**src/rtl/adc_pkg.sv**
```systemverilog
// Shared types and constants for the soft SAR ADC controller and the battery-level logic
// that consumes its results.
package adc_pkg;

  typedef enum logic [2:0] {
    IDLE,
    SAMPLE,
    SETTLE,
    DECIDE,
    DONE
  } adc_state_e;

  localparam int ADC_DATA_W = 12;
  localparam int ADC_CH_W   = 3;

  // Battery-level thresholds, kept here so the reader and the converter agree on the scale.
  localparam int BATT_LVL_HI  = 2699;
  localparam int BATT_LVL_MID = 2389;

  function automatic int max_int(input int a, input int b);
    return (a > b) ? a : b;
  endfunction

endpackage

```
**src/rtl/sar_adc_ctrl_if.sv**
```systemverilog
// Request/result side of the converter: start, channel, power-down in; eoc, dout, busy out.
interface sar_adc_ctrl_if #(
  parameter int DATA_W = adc_pkg::ADC_DATA_W,
  parameter int CH_W   = adc_pkg::ADC_CH_W
) ();
  logic              soc;
  logic [CH_W-1:0]   s;
  logic [2:0]        pd;
  logic              eoc;
  logic [DATA_W-1:0] dout;
  logic              busy;

  modport master (output soc, s, pd, input eoc, dout, busy);
  modport slave  (input soc, s, pd, output eoc, dout, busy);
endinterface

```
**src/rtl/adc_wait_cnt.sv**
```systemverilog
// Loadable down-counter; done is high during the last cycle of a loaded wait,
// so a load of N keeps the caller in its state for exactly N cycles.
module adc_wait_cnt #(
  parameter int W = 4
) (
  input  logic         clk,
  input  logic         rst_n,
  input  logic         load,
  input  logic [W-1:0] load_val,
  output logic         done
);
  logic [W-1:0] cnt;

  always_ff @(posedge clk) begin
    if (!rst_n)           cnt <= '0;
    else if (load)        cnt <= load_val;
    else if (cnt != '0)   cnt <= cnt - W'(1);
  end

  assign done = (cnt <= W'(1));
endmodule

```
**src/rtl/sar_adc_ctrl.sv**
```systemverilog
// Successive-approximation controller: samples the selected channel, then resolves
// DATA_W bits MSB-first from the comparator, reporting the code with a one-cycle eoc.
module sar_adc_ctrl
  import adc_pkg::*;
#(
  parameter int DATA_W     = ADC_DATA_W,
  parameter int CH_W       = ADC_CH_W,
  parameter int SAMPLE_CYC = 8,
  parameter int SETTLE_CYC = 4
) (
  input  logic              clk,
  input  logic              rst_n,
  sar_adc_ctrl_if.slave     bus,
  input  logic              cmp_in,
  output logic [CH_W-1:0]   mux_sel,
  output logic              sh_hold,
  output logic [DATA_W-1:0] dac_code
);
  localparam int IDX_W = $clog2(DATA_W);
  localparam int CNT_W = $clog2(max_int(SAMPLE_CYC, SETTLE_CYC) + 1);
  localparam logic [DATA_W-1:0] MSB = {1'b1, {(DATA_W-1){1'b0}}};

  adc_state_e        state, state_nxt;
  logic [IDX_W-1:0]  idx, idx_nxt;
  logic [DATA_W-1:0] code_nxt, dout_nxt, trial;
  logic [CH_W-1:0]   mux_nxt;
  logic              busy_nxt, hold_nxt, eoc_nxt;
  logic              cnt_load, cnt_done;
  logic [CNT_W-1:0]  cnt_val;
  logic              pd_on;

  assign pd_on = |bus.pd;

  adc_wait_cnt #(.W(CNT_W)) u_wait (
    .clk      (clk),
    .rst_n    (rst_n),
    .load     (cnt_load),
    .load_val (cnt_val),
    .done     (cnt_done)
  );

  always_ff @(posedge clk) begin
    if (!rst_n) begin
      state    <= IDLE;
      idx      <= '0;
      dac_code <= '0;
      mux_sel  <= '0;
      sh_hold  <= 1'b0;
      bus.dout <= '0;
      bus.busy <= 1'b0;
      bus.eoc  <= 1'b0;
    end else begin
      state    <= state_nxt;
      idx      <= idx_nxt;
      dac_code <= code_nxt;
      mux_sel  <= mux_nxt;
      sh_hold  <= hold_nxt;
      bus.dout <= dout_nxt;
      bus.busy <= busy_nxt;
      bus.eoc  <= eoc_nxt;
    end
  end

  always_comb begin
    state_nxt = state;
    idx_nxt   = idx;
    code_nxt  = dac_code;
    dout_nxt  = bus.dout;
    mux_nxt   = mux_sel;
    busy_nxt  = bus.busy;
    hold_nxt  = sh_hold;
    eoc_nxt   = 1'b0;
    cnt_load  = 1'b0;
    cnt_val   = CNT_W'(SETTLE_CYC);
    // Current trial code with the bit under test resolved by the comparator.
    trial     = dac_code;
    if (!cmp_in) trial[idx] = 1'b0;

    if (state != IDLE && pd_on) begin
      state_nxt = IDLE;
      busy_nxt  = 1'b0;
      hold_nxt  = 1'b0;
      code_nxt  = '0;
    end else begin
      case (state)
        IDLE: begin
          if (bus.soc && !pd_on) begin
            mux_nxt   = bus.s;
            busy_nxt  = 1'b1;
            cnt_load  = 1'b1;
            cnt_val   = CNT_W'(SAMPLE_CYC);
            state_nxt = SAMPLE;
          end
        end
        SAMPLE: begin
          if (cnt_done) begin
            hold_nxt  = 1'b1;
            idx_nxt   = IDX_W'(DATA_W-1);
            code_nxt  = MSB;
            cnt_load  = 1'b1;
            state_nxt = SETTLE;
          end
        end
        SETTLE: begin
          if (cnt_done) state_nxt = DECIDE;
        end
        DECIDE: begin
          code_nxt = trial;
          if (idx != '0) begin
            code_nxt[idx - IDX_W'(1)] = 1'b1;
            idx_nxt   = idx - IDX_W'(1);
            cnt_load  = 1'b1;
            state_nxt = SETTLE;
          end else begin
            dout_nxt  = trial;
            state_nxt = DONE;
          end
        end
        DONE: begin
          eoc_nxt   = 1'b1;
          hold_nxt  = 1'b0;
          busy_nxt  = 1'b0;
          code_nxt  = '0;
          state_nxt = IDLE;
        end
        default: state_nxt = IDLE;
      endcase
    end
  end
endmodule

```
**src/flat_wrapper.sv**
```systemverilog
// flat-port wrapper written by rule: the top's interface ports become plain ports
module sar_adc_ctrl_flat import adc_pkg::*;
#(
  parameter int DATA_W     = ADC_DATA_W,
  parameter int CH_W       = ADC_CH_W,
  parameter int SAMPLE_CYC = 8,
  parameter int SETTLE_CYC = 4
)
  (clk, rst_n, cmp_in, mux_sel, sh_hold, dac_code, bus_soc, bus_s, bus_pd, bus_eoc, bus_dout, bus_busy);
  sar_adc_ctrl_if #(.DATA_W(DATA_W), .CH_W(CH_W)) bus_i ();
  input  logic clk;
  input  logic rst_n;
  input  logic cmp_in;
  output logic [CH_W-1:0] mux_sel;
  output logic sh_hold;
  output logic [DATA_W-1:0] dac_code;
  input wire logic [$bits(bus_i.soc)-1:0] bus_soc;
  input wire logic [$bits(bus_i.s)-1:0] bus_s;
  input wire logic [$bits(bus_i.pd)-1:0] bus_pd;
  output wire logic [$bits(bus_i.eoc)-1:0] bus_eoc;
  output wire logic [$bits(bus_i.dout)-1:0] bus_dout;
  output wire logic [$bits(bus_i.busy)-1:0] bus_busy;
  assign bus_i.soc = bus_soc;
  assign bus_i.s = bus_s;
  assign bus_i.pd = bus_pd;
  assign bus_eoc = bus_i.eoc;
  assign bus_dout = bus_i.dout;
  assign bus_busy = bus_i.busy;
  sar_adc_ctrl #(.DATA_W(DATA_W), .CH_W(CH_W), .SAMPLE_CYC(SAMPLE_CYC), .SETTLE_CYC(SETTLE_CYC)) u_core (.clk(clk), .rst_n(rst_n), .bus(bus_i), .cmp_in(cmp_in), .mux_sel(mux_sel), .sh_hold(sh_hold), .dac_code(dac_code));
endmodule
```
**config.mk**
```make
export PLATFORM = sky130hd
export DESIGN_NAME = sar_adc_ctrl_flat
export DESIGN_NICKNAME = d
export VERILOG_FILES = /design/src/rtl/adc_pkg.sv /design/src/rtl/sar_adc_ctrl_if.sv /design/src/rtl/adc_wait_cnt.sv /design/src/rtl/sar_adc_ctrl.sv /design/src/flat_wrapper.sv
export SDC_FILE = /design/constraint.sdc
export NUM_CORES = 1
export LEC_CHECK = 0
export BUFFER_PORTS_ARGS = -buffer_cell sky130_fd_sc_hd__buf_2
export CORE_ASPECT_RATIO = 0.8
export CORE_MARGIN = 2
export CORE_UTILIZATION = 59
export CTS_CLUSTER_DIAMETER = 100
export DETAILED_ROUTE_END_ITERATION = 8
export PLACE_DENSITY = 0.81
export REMOVE_ABC_BUFFERS = 1
export SYNTH_ARGS = -nofsm -noshare
export SYNTH_HDL_FRONTEND = slang
export SYNTH_SLANG_ARGS = --single-unit
```
**constraint.sdc**
```tcl
create_clock -name clk -period 4.8 [get_ports clk]
set_input_delay 0.72 -clock clk [delete_from_list [all_inputs] [get_ports clk]]
set_output_delay 0.72 -clock clk [all_outputs]
set_load 0.02 [all_outputs]
```
# Word-level counts from Yosys, hierarchy flattened

Cells that the tools add are included.

$add $sub $neg: 2
Multiply operators: 0
Div/mod/pow operators: 0
Order comparisons: 5
Equality and inequality tests: 8
Shift-type cells: 0
Multiplexer cells: 31
Bitwise operators: 6
Reductions and logical operators: 23

Operator list:

| cell                  | count |
|---|---|
| $mux W12              | 3 |
| $pmux W12 S3          | 1 |
| $mux W4               | 7 |
| $and A12 B12 Y12      | 1 |
| $mux W3               | 4 |
| $not A12 Y12          | 1 |
| $or A12 B12 Y12       | 1 |
| $pmux W3 S4           | 1 |
| $lt A4 B5 Y1 const B  | 2 |
| $mux W1               | 9 |
| $reduce_and A3 Y1     | 3 |
| $demux W1 S4          | 2 |
| $ge A4 B1 Y1 const B  | 2 |
| $ne A2 B1 Y1 const B  | 4 |
| $pmux W4 S2           | 1 |
| $reduce_bool A2 Y1    | 4 |
| $reduce_bool A4 Y1    | 2 |
| $sub A4 B1 Y4 const B | 2 |
| $eq A3 B2 Y1 const B  | 2 |
| $reduce_and A2 Y1     | 3 |
| $reduce_bool A3 Y1    | 2 |
| $le A4 B1 Y1 const B  | 1 |
| $logic_and A1 B1 Y1   | 4 |
| $pmux W1 S2           | 2 |
| 9 further kinds       | 11 |

Bits in registers: 41
Latch bits: 0
Bits in writable memories: 0
Bits in read-only memories: 0
Input port bits: 10
Output and inout port bits: 30
Word-level logic and storage cells: 84
Memories kept: 0

# Depth between registers and ports, before layout

Gate-level depths: netlist of run 1.

Word-level depth: 10
Depth in mapped cells: 7
Mapped depth without buffers: 6

# Cells and area by module

Synthesis of run 1 repeated with hierarchy kept, for this count alone.

Cells, all modules: 267
Area total of the unflattened synthesis: 2192.1 um^2

By module, submodules not included:

| module       | instances | cells each | area an instance (um^2) | seq. area each (um^2) |
|---|---|---|---|---|
| sar_adc_ctrl | 1         | 241        | 1936.9                  | 740.7 |
| adc_wait_cnt | 1         | 26         | 255.2                   | 80.1 |

# Least setup slack after synthesis of run 1

Ideal clock, no wire load.

Kind: input to register
Start point: input port bus_pd[1]
End point: register u_core.dac_code[4]
Setup time: 0.061 ns
Data arrival time: 1.872 ns
Required time: 4.739 ns
Setup slack: 2.867 ns
Stages on the path: 5
Path buffers: 1
Cell sequence: or3_1 buf_2 or2_2 a21oi_1 a32o_1

Word-level cells in the longest chain between the ends: 3

Ends and longest elaborated chain:

| what                              | line               | text |
|---|---|---|
| start, declared                   | flat_wrapper.sv:19 | `input wire logic [$bits(bus_i.pd)-1:0] bus_pd;` |
| $reduce_or A3 Y1                  | sar_adc_ctrl.sv:32 | `assign pd_on = \|bus.pd;` |
| $logic_and A1 B1 Y1               | sar_adc_ctrl.sv:79 | `if (state != IDLE && pd_on) begin` |
| $reduce_or A2 Y1 (no source line) | n/a                |  |
| end signal, assigned              | sar_adc_ctrl.sv:55 | `dac_code <= code_nxt;` |
| end, declared                     | sar_adc_ctrl.sv:17 | `output logic [DATA_W-1:0] dac_code` |

No other way between the ends.
A chain may end at the register's enable or synchronous reset.

# Final worst setup path of run 1

Start point: register u_core.idx[0]
End point: register u_core.bus.dout[7]

Word-level cells in the longest chain between the ends: 7
Elaborated cells between the ends (all ways): 11
Those cells by class: order compare (2); mux (3); bitwise (3); reduce/logical (3)

Ends and longest elaborated chain:

| what                                                               | line                  | text |
|---|---|---|
| start, declared                                                    | sar_adc_ctrl.sv:24    | `logic [IDX_W-1:0] idx, idx_nxt;` |
| start signal, assigned                                             | sar_adc_ctrl.sv:54    | `idx <= idx_nxt;` |
| $lt A4 B5 Y1 (implied by the code) or $ge A4 B1 Y1 (tied branches) | sar_adc_ctrl.sv:77    | `if (!cmp_in) trial[idx] = 1'b0;` |
| $logic_and A1 B1 Y1 (implied by the code)                          | sar_adc_ctrl.sv:77    |  |
| $mux W1 (implied by the code)                                      | sar_adc_ctrl.sv:77    |  |
| $demux W1 S4                                                       | n/a                   |  |
| $not A12 Y12 (no source line)                                      | n/a                   |  |
| $and A12 B12 Y12 (no source line)                                  | n/a                   |  |
| $mux W12                                                           | sar_adc_ctrl.sv:77    |  |
| end signal, assigned                                               | sar_adc_ctrl.sv:58    | `bus.dout <= dout_nxt;` |
| end, declared                                                      | sar_adc_ctrl_if.sv:14 | `modport slave (input soc, s, pd, output eoc, dout, busy);` |

Several ways; a longest one is shown, not always the timed one.

==> impl_metrics.yaml, run 1 <==
run_status:
  outcome: "finished clean"
timing:
  clock.fmax_ghz: 0.402
  fin_crit_sh_pct: 51.8
  finalSetupTns_ps: 0
  maxSlewHeadroom_pct: 36.8
  hold_violations: 0
  rsz0062_at_grt: "false"
  maxSlewViolCount: 0
  period_minus_slack_ps: 2490
  tightest_slew_ps: 946
  setup_ws_ps: 2320
  fin_skew_ps: 3.89
  setup_violations: 0
synthesis:
  ys_top_cells_by_area: "dfxtp_1 37%, nand2_1 6.1%, a21oi_1 4.5%"
  syn_inst: 268
  synthArstFlopShare_pct: 0
  seq_area_frac_synth_pct: 37.0
  yosysTopAreaCell: "dfxtp_1"
  synth.top_cells.by_count: "41 x dfxtp_1, 36 x nand2_1, 20 x a21oi_1, 18 x nor2_1, 16 x nand3_1"
  ys_types: 55
  synth-edff-count: 0
  yosys.cell_count.top_type: "dfxtp_1"
  synth_top_area_share_pct: 37.0
  ys.flop_type: "dfxtp_1"
  syn_avg_cell_area_um2: 8.27
  netlist_area_um2: 2220
  ys_seq_elements: 41
  yosys_warnings: 0
floorplanning:
  die_w_um: 72.5
  fp.dieH_um: 58.8
  rows: 19
  die-area_um2: 4260
  core-area_um2: 3520
  ios: 40
  initial_utilization_pct: 63.0
setup_path:
  rrSetupSlack_ps: 2320
  arrival_ps: 2630
  worst_setup_path_end_kind: "flop"
  max_stage_delay_ps: 530
  critPathMaxFanout: 12
  criticalPathCategory: "reg2reg"
  cp_cell_sequence: "inv_1, ha_1, nor3b_1, nand4_1, nand2_1, a21oi_1"
  critical_path.startpoint_type: "flop"
  critPathSlowestCell: "nand4_1"
  cp.required_ps: 4950
pwr:
  p_leak_uw: 0.00105
  power_density_nw_per_um2: 370
  irDropWorstVdd_v: 0.000222
placement:
  gp_congestion: 0.915
  dpl_cell_area_um2: 2370
  dpl_worst_slack_ps: 2380
  io_buffers: 39
  hpwl_um: 3940
  dpl.cell_count: 331
cts:
  post_cts_resize_count: 0
  clockBufferDepth: 2
  clock-sinks: 41
  tritoncts: "done"
  holdBufCountCts: 0
  postCtsSetupRepairBufs: 0
  root_buffer: "clkbuf_8"
  cts_buffers: 5
  cts_htree_levels: 2
  insertion_delay_ps: 290
  clkTransAtPathRegs_ps: 80
route:
  wl_um: 5490
  avgViaCountPerCell: 6.31
  drt_first_pass_iters: 5
  vias: 2138
  ant_nets: 0
  routedWlPerCell_um: 16.2
  drtIter0Drc: 172
  drc_errors: 0
cells_and_area:
  final_cell_area_um2: 2490
  drive_gt1_share_pct: 19.5
  antenna_cells: 0
  fin_util_pct: 70.8
  num-fill-cells: 296
  final_nets: 314
  area_delta_synth_final_pct: 12.4
  layout.cells.non_filler: 339
global_routing:
  grt_first_pass_wirelength_um: 9030
  grt_pass1_vias: 1936
  grt_remaining_overflow: 0
  grt_max_degree: 23
  antenna_found_initial: 0
  grtUsageTotal_pct: 27.2
job:
  drv_cap: 0
hold_path:
  min_path_type: "reg2reg"
[kinds of logic (layout without fill, tap and decap cells)]
group | Yosys count | in the layout | synth area share [%]
AOI/OAI and AO/OA | 69 | 69 | 23.1
xor gates and xnor gates | 1 | 1 | 0.395
adders and majority gates | 8 | 8 | 4.52
buffers and inverters | 33 | 62 | 6.78
DFF | 41 | 41 | 37.0
muxes | 6 | 6 | 2.82
and+or+nand+nor | 110 | 110 | 25.4
[placed cells by master (no fill, tap or decap), drive strengths merged, types with 3 or more instances in the layout]
master  count
dfxtp      41
buf        40
nand2      36
a21oi      20
nor2       18
nand3      16
inv        14
nor3       11
ha          8
o21ai       8
clkbuf      7
a32o        6
o211ai      5
mux2i       4
or2         4
a211oi      4
nor3b       4
nor4        3
o32ai       3
a41o        3
o211a       3
[final timing paths]
kind | start | end | cells after the start
worst max-delay path | u_core.idx[0] | u_core.bus.dout[7] | 6
worst min-delay path | u_core.bus.dout[2] | u_core.bus.dout[2] | 2
worst max register to register | u_core.idx[0] | u_core.bus.dout[7] | 6
worst min register to register | u_core.bus.dout[2] | u_core.bus.dout[2] | 2
[worst max-delay path, delay by kind of cell, from the launching register on]
kind            cells  cell delay [ps]
buf+inv             1              160
flops               1              390
fa+ha+maj           1              450
compound gates      1               90
simple gates        3             1240
[state kept, by name, indices dropped and copies added, names as in the netlist]
register and count:
u_core.bus.dout 12, u_core.state 3, u_core.mux_sel 3, u_core.dac_code 12, u_core.idx 4, u_core.bus.busy 1
u_core.bus.eoc 1, u_core.u_wait.cnt 4, u_core.sh_hold 1
[report_power, final]
group,internal (uW),leakage (uW),switching (uW),total (uW)
sequential,360,0.000331,27.1,387
combinational,93.3,0.000659,153,246
clock,170,0.0000585,119,288
[layer usage]
layer | vias up | track usage (%) | part of all wire (%)
met5 | - | 0 | 0
met4 | 0 | 7.41 | 1.3
met3 | 12 | 5.14 | 8.7
met2 | 100 | 43.4 | 44
met1 | 1002 | 38.0 | 46
li1 | 1024 | - | -
[final cells by class]
class	instances	area [um2]	share of cell area (%)
multi-input cells	194	1240	50.0
flip-flops and latches	41	821	33.0
repair buffers	40	203	8.14
clock buffers	7	86.3	3.47
inverters	14	52.6	2.11
well taps	42	52.6	2.11
clock inverters	1	30.0	1.21
[per-stage QoR]
stage / hold slack [ps] / power, uW
4_1_cts: 450 / 918
5_1_grt: 464 / 966
3_5_place_dp: 440 / 635
3_3_place_gp: 436 / 630
2_1_floorplan: 530 / 572
6_report: 446 / 921
Note: power is estimated with default switching activity, not from simulation.
==> run 2: changes to the inputs <==
--- a/config.mk
+++ b/config.mk
@@ -8,10 +8,10 @@
 export BUFFER_PORTS_ARGS = -buffer_cell sky130_fd_sc_hd__buf_2
 export CORE_ASPECT_RATIO = 0.8
 export CORE_MARGIN = 2
-export CORE_UTILIZATION = 59
+export CORE_UTILIZATION = 55
 export CTS_CLUSTER_DIAMETER = 100
 export DETAILED_ROUTE_END_ITERATION = 8
-export PLACE_DENSITY = 0.81
+export PLACE_DENSITY = 0.76
 export REMOVE_ABC_BUFFERS = 1
 export SYNTH_ARGS = -nofsm -noshare
 export SYNTH_HDL_FRONTEND = slang
==> constraint.sdc (replaced) <==
create_clock -name clk -period 2.5 [get_ports clk]
set_input_delay 0.375 -clock clk [delete_from_list [all_inputs] [get_ports clk]]
set_output_delay 0.375 -clock clk [all_outputs]
set_load 0.02 [all_outputs]
==> run 2 against run 1 <==
Net effect:
- clock-buffer cell count unchanged
- routed wire length grew 0.47%
- via count is 2.9% lower
- sequential power grew 92%
- core utilization decreased by 5.5 points
- largest power group unchanged
- die area increased by 6.8%
- total power is 80% higher
- highest routed layer unchanged
- critical path depth did not move
- clock skew up 2.6 ps
==> impl_metrics.yaml, run 2 (synthesis results as in run 1) <==
run_status:
  outcome: "finished clean"
setup_path:
  rrSetupSlack_ps: 410
  arrival_ps: 2290
  reg2reg_to: "u_core.idx[0]"
  worst_setup_path_end_kind: "flop"
  critPathMaxFanout: 9
  ff2ff_path_depth: 6
  critPathSlowestCell: "or3b_1"
  cp.required_ps: 2700
  criticalPathCategory: "reg2reg"
  critical_path.startpoint_type: "flop"
  max_stage_delay_ps: 530
  cp_cell_sequence: "inv_1, ha_1, or3b_1, and2_4, o211a_4, o211a_1"
  rr_startpoint: "u_core.idx[0]"
timing:
  tightest_slew_ps: 719
  setup_ws_ps: 411
  fin_crit_sh_pct: 83.6
  period_minus_slack_ps: 2090
  fin_skew_ps: 6.53
  setup_violations: 0
  clock.fmax_ghz: 0.479
  hold_violations: 0
  maxSlewHeadroom_pct: 52.0
  rsz0062_at_grt: "false"
  maxSlewViolCount: 0
  finalSetupTns_ps: 0
global_routing:
  met3_usage_pct: 7.81
  grt_use_met2_pct: 37.0
  grt_remaining_overflow: 0
  grtUsageTotal_pct: 26.4
  grt_first_pass_wirelength_um: 8910
  antenna_found_initial: 0
  busiest_layer: "met1"
  met1_usage_pct: 37.9
  grt_pass1_vias: 1842
  grt_max_degree: 23
route:
  avgViaCountPerCell: 5.87
  vias: 2077
  drt_first_pass_iters: 4
  routedWlPerCell_um: 15.6
  ant_nets: 0
  drc_errors: 0
  wl_um: 5520
  drtIter0Drc: 208
cts:
  clock-sinks: 41
  post_cts_resize_count: 0
  clkTransAtPathRegs_ps: 70
  insertion_delay_ps: 300
  cts_htree_levels: 2
  clockBufferDepth: 2
  tritoncts: "done"
  cts_buffers: 5
  postCtsSetupRepairBufs: 0
  holdBufCountCts: 0
  root_buffer: "clkbuf_8"
hold_path:
  hold_end: "u_core.mux_sel[1]"
  min_path_cells: 3
  min_path_type: "in2reg"
  min_from: "bus_s[1]"
cells_and_area:
  final_nets: 317
  drive_gt1_share_pct: 20.1
  area_delta_synth_final_pct: 12.8
  num-fill-cells: 366
  layout_commonest_cell: "dfxtp_1"
  antenna_cells: 0
  reg_top3: "u_core.bus.dout: 12 flops, u_core.dac_code: 12 flops"
  final_cell_mix: "41 x dfxtp_1, 39 x buf_2, 36 x nand2_1"
floorplanning:
  ios: 40
  initial_utilization_pct: 57.9
  die-area_um2: 4560
  core-area_um2: 3830
  rows: 20
  die_w_um: 75.0
  fp.dieH_um: 60.8
job:
  drv_cap: 0
pwr:
  power_density_nw_per_um2: 664
  p_leak_uw: 0.00105
  irDropWorstVdd_v: 0.000395
placement:
  dpl_worst_slack_ps: 435
  hpwl_um: 3920
  io_buffers: 39
  gp_congestion: 0.923
==> run 2: worst max-delay path by stage <==
stage / from / end / slack (ps) / cells after the start
final: u_core.idx[0] / u_core.idx[0] / 410 / 6
after global routing: u_core.idx[0] / u_core.bus.dout[8] / 290 / 6
after CTS: u_core.idx[0] / u_core.idx[0] / 420 / 6
after detailed placement: u_core.idx[0] / u_core.idx[0] / 440 / 6
after global placement: u_core.idx[0] / u_core.idx[0] / 480 / 6
after floorplan: bus_pd[1] / u_core.bus.dout[0] / 480 / 4
==> run 2: area by class of cell <==
type / instances / area (um2) / area share [%]
inverters: 14 / 52.6 / 2.10
clock buffers: 7 / 86.3 / 3.46
flip-flops and latches: 41 / 821 / 32.8
well taps: 55 / 68.8 / 2.75
multi-input cells: 194 / 1240 / 49.8
repair buffers: 43 / 225 / 9.01
==> run 2: metrics by stage <==
step,utilization [%],hold WS [ps],std cells,power [uW],cell area [um2]
after CTS,65.3,305,354,1660,2500
after detailed placement,63.0,442,347,1220,2410
after global routing,65.3,318,354,1770,2500
after floorplan,-,508,249,1100,2120
after global placement,63.0,438,347,1220,2410
final,65.3,304,354,1660,2500
==> run 2: layer usage <==
layer	share of wire (%)	up-vias
met1	48	951
met3	7.5	10
met5	0	-
li1	-	1033
met4	2.4	0
met2	42	83
==> run 2: worst max-delay path, delay by kind of cell, from the launching register on <==
family                   cells  cell delay [ps]
AND/OR/NAND/NOR              2              760
AO/OA/AOI/OAI                2              450
buffers and inverters        1              150
adder cells (fa/ha/maj)      1              240
flip-flops                   1              380
==> run 2: report_power, final <==
| group | switching (uW) | total (uW) | leakage, uW | internal [uW] |
|---|---|---|---|---|
| combinational | 289 | 472 | 0.000673 | 183 |
| sequential | 52.8 | 743 | 0.000331 | 691 |
| clock | 226 | 445 | 0.0000443 | 219 |
| total | 568 | 1660 | 0.00105 | 1090 |
==> run 3: changes to the inputs <==
--- a/config.mk
+++ b/config.mk
@@ -8,10 +8,10 @@
 export BUFFER_PORTS_ARGS = -buffer_cell sky130_fd_sc_hd__buf_2
 export CORE_ASPECT_RATIO = 0.8
 export CORE_MARGIN = 2
-export CORE_UTILIZATION = 55
+export CORE_UTILIZATION = 50
 export CTS_CLUSTER_DIAMETER = 100
 export DETAILED_ROUTE_END_ITERATION = 8
-export PLACE_DENSITY = 0.76
+export PLACE_DENSITY = 0.73
 export REMOVE_ABC_BUFFERS = 1
 export SYNTH_ARGS = -nofsm -noshare
 export SYNTH_HDL_FRONTEND = slang
==> constraint.sdc (replaced) <==
create_clock -name clk -period 1.8 [get_ports clk]
set_input_delay 0.27 -clock clk [delete_from_list [all_inputs] [get_ports clk]]
set_output_delay 0.27 -clock clk [all_outputs]
set_load 0.02 [all_outputs]
==> run 3 against run 2 <==
Net effect:
- combinational power is 73% higher
- sequential share of layout area shrank 2.9 points
- cell count is 7.6% higher
- global-route usage is 1.8 points lower
- clock power up 73%
- hold slack worse by 100 ps
- via count is 6.5% higher
- clock-buffer cell count unchanged
- critical path type unchanged
- highest routed layer unchanged
==> impl_metrics.yaml, run 3 (synthesis results as in run 1) <==
setup_path:
  max_stage_delay_ps: 560
  critPathSlowestCell: "or3b_2"
  worst_setup_path_end_kind: "flop"
  cp_cell_sequence: "or3b_2, nand2_1, nor2_1, a32o_1"
  critical_path.startpoint_type: "flop"
  rrSetupSlack_ps: 70
  criticalPathCategory: "reg2reg"
  rr_startpoint: "u_core.state[2]"
  reg2reg_to: "u_core.dac_code[4]"
  ff2ff_path_depth: 4
  critPathMaxFanout: 9
  cp.required_ps: 1980
  arrival_ps: 1910
cts:
  tritoncts: "done"
  holdBufCountCts: 0
  clockBufferDepth: 2
  insertion_delay_ps: 290
  cts_htree_levels: 2
  clkTransAtPathRegs_ps: 80
  root_buffer: "clkbuf_8"
  cts_buffers: 5
  clock-sinks: 41
pwr:
  p_comb_share_pct: 31.4
  p_sw_share_pct: 32.2
  power_uw: 2600
  p_switching_uw: 839
  power_frac_clock_pct: 29.5
  p_leak_uw: 0.00119
  p_int_uw: 1760
  irDropWorstVdd_v: 0.000494
  seqPwrFrac_pct: 39.1
  power_density_nw_per_um2: 949
route:
  wl_um: 5810
  drc_errors: 0
  vias: 2211
  avgViaCountPerCell: 5.80
  ant_nets: 0
  drtIter0Drc: 152
  drt_first_pass_iters: 5
  routedWlPerCell_um: 15.2
cells_and_area:
  num-fill-cells: 393
  drive_gt1_share_pct: 28.4
  layout_commonest_cell: "dfxtp_1"
  final_nets: 341
  reg_top3: "u_core.bus.dout: 12 flops, u_core.dac_code: 12 flops"
  ff_latch_area_um2: 822
  final_cell_mix: "40 x dfxtp_1, 39 x buf_2, 36 x nand2_1"
  antenna_cells: 0
  multi_input_area_um2: 1260
  layout.cells.non_filler: 381
  area_delta_synth_final_pct: 23.8
floorplanning:
  core-area_um2: 4230
  initial_utilization_pct: 52.4
  die_w_um: 78.4
  rows: 21
  die-area_um2: 4980
  ios: 40
  fp.dieH_um: 63.5
timing:
  tightest_slew_ps: 584
  setup_ws_ps: 73.2
  holdWs_ps: 202
  fin_crit_sh_pct: 95.9
  clock.fmax_ghz: 0.579
  period_minus_slack_ps: 1730
  maxSlewHeadroom_pct: 61.1
  fin_skew_ps: 7.81
  maxSlewViolCount: 0
  setup_violations: 0
  hold_violations: 0
global_routing:
  grt_pass1_vias: 1995
  grt_first_pass_wirelength_um: 9640
  grt_remaining_overflow: 0
  antenna_found_initial: 0
  grtUsageTotal_pct: 24.6
  grt_max_degree: 17
placement:
  hpwl_um: 4300
  dpl.cell_count: 372
  gp_congestion: 0.987
  dpl_worst_slack_ps: 58.8
  io_buffers: 39
run_status:
  outcome: "finished clean"
hold_path:
  min_from: "bus_s[2]"
  hold_end: "u_core.mux_sel[2]"
  min_path_type: "in2reg"
  min_path_cells: 3
job:
  drv_cap: 0
-- run 3: how the worst max path moves through the flow --
| stage | endpoint | slack (ps) | from | depth (start not counted) |
|---|---|---|---|---|
| floorplan | u_core.idx[0] | -210 | u_core.idx[0] | 6 |
| global placement | u_core.idx[0] | 110 | u_core.idx[0] | 6 |
| detailed placement | u_core.idx[0] | 60 | u_core.idx[0] | 6 |
| CTS | u_core.idx[0] | 50 | u_core.idx[0] | 6 |
| global route | u_core.idx[1] | -9 | u_core.idx[0] | 6 |
| finish | u_core.dac_code[4] | 70 | u_core.state[2] | 4 |
-- run 3: power by group through the flow --
stage / clock network (uW) / logic, uW / registers, uW
after global placement: 0 / 770 / 1040
after global routing: 820 / 905 / 1030
after CTS: 778 / 798 / 1020
after detailed placement: 0 / 793 / 1040
after floorplan: 0 / 481 / 1050
final: 768 / 816 / 1020
-- run 3: routing by layer --
metal	part of all wire (%)	vias to the layer above	GRT usage (%)
met5	0	-	0
met4	1.9	0	7.24
met3	7.8	15	5.01
met2	43	112	37.2
met1	48	999	35.3
li1	-	1085	-
-- run 3: final cells by class --
class,instances,share of cell area (%)
multi-input combinational,194,46.1
sequential,41,30.0
timing repair buffer,67,15.2
clock buffer,7,3.15
tap,57,2.60
inverter,14,1.92
clock inverter,1,1.09
-- run 3: what timing repair did --
| action | 4_1_cts | 5_1_grt |
|---|---|---|
| endpoints found under the setup margin | 0 | 15 |
| gates resized for setup | 0 | 7 |
| setup buffers | 0 | 1 |
-- run 3: through the flow --
step	util [%]	setup TNS, ps	area, um2
floorplan	-	-2490	2120
global placement	61.5	0	2600
detailed placement	61.5	0	2600
CTS	64.2	0	2720
global route	64.9	-9.15	2740
finish	64.9	0	2740
-- run 3: worst max-delay path: cells and delay by family (launching register included) --
| kind | cells | cell delay [ps] |
|---|---|---|
| compound gates | 1 | 280 |
| flops | 1 | 510 |
| simple gates | 3 | 820 |
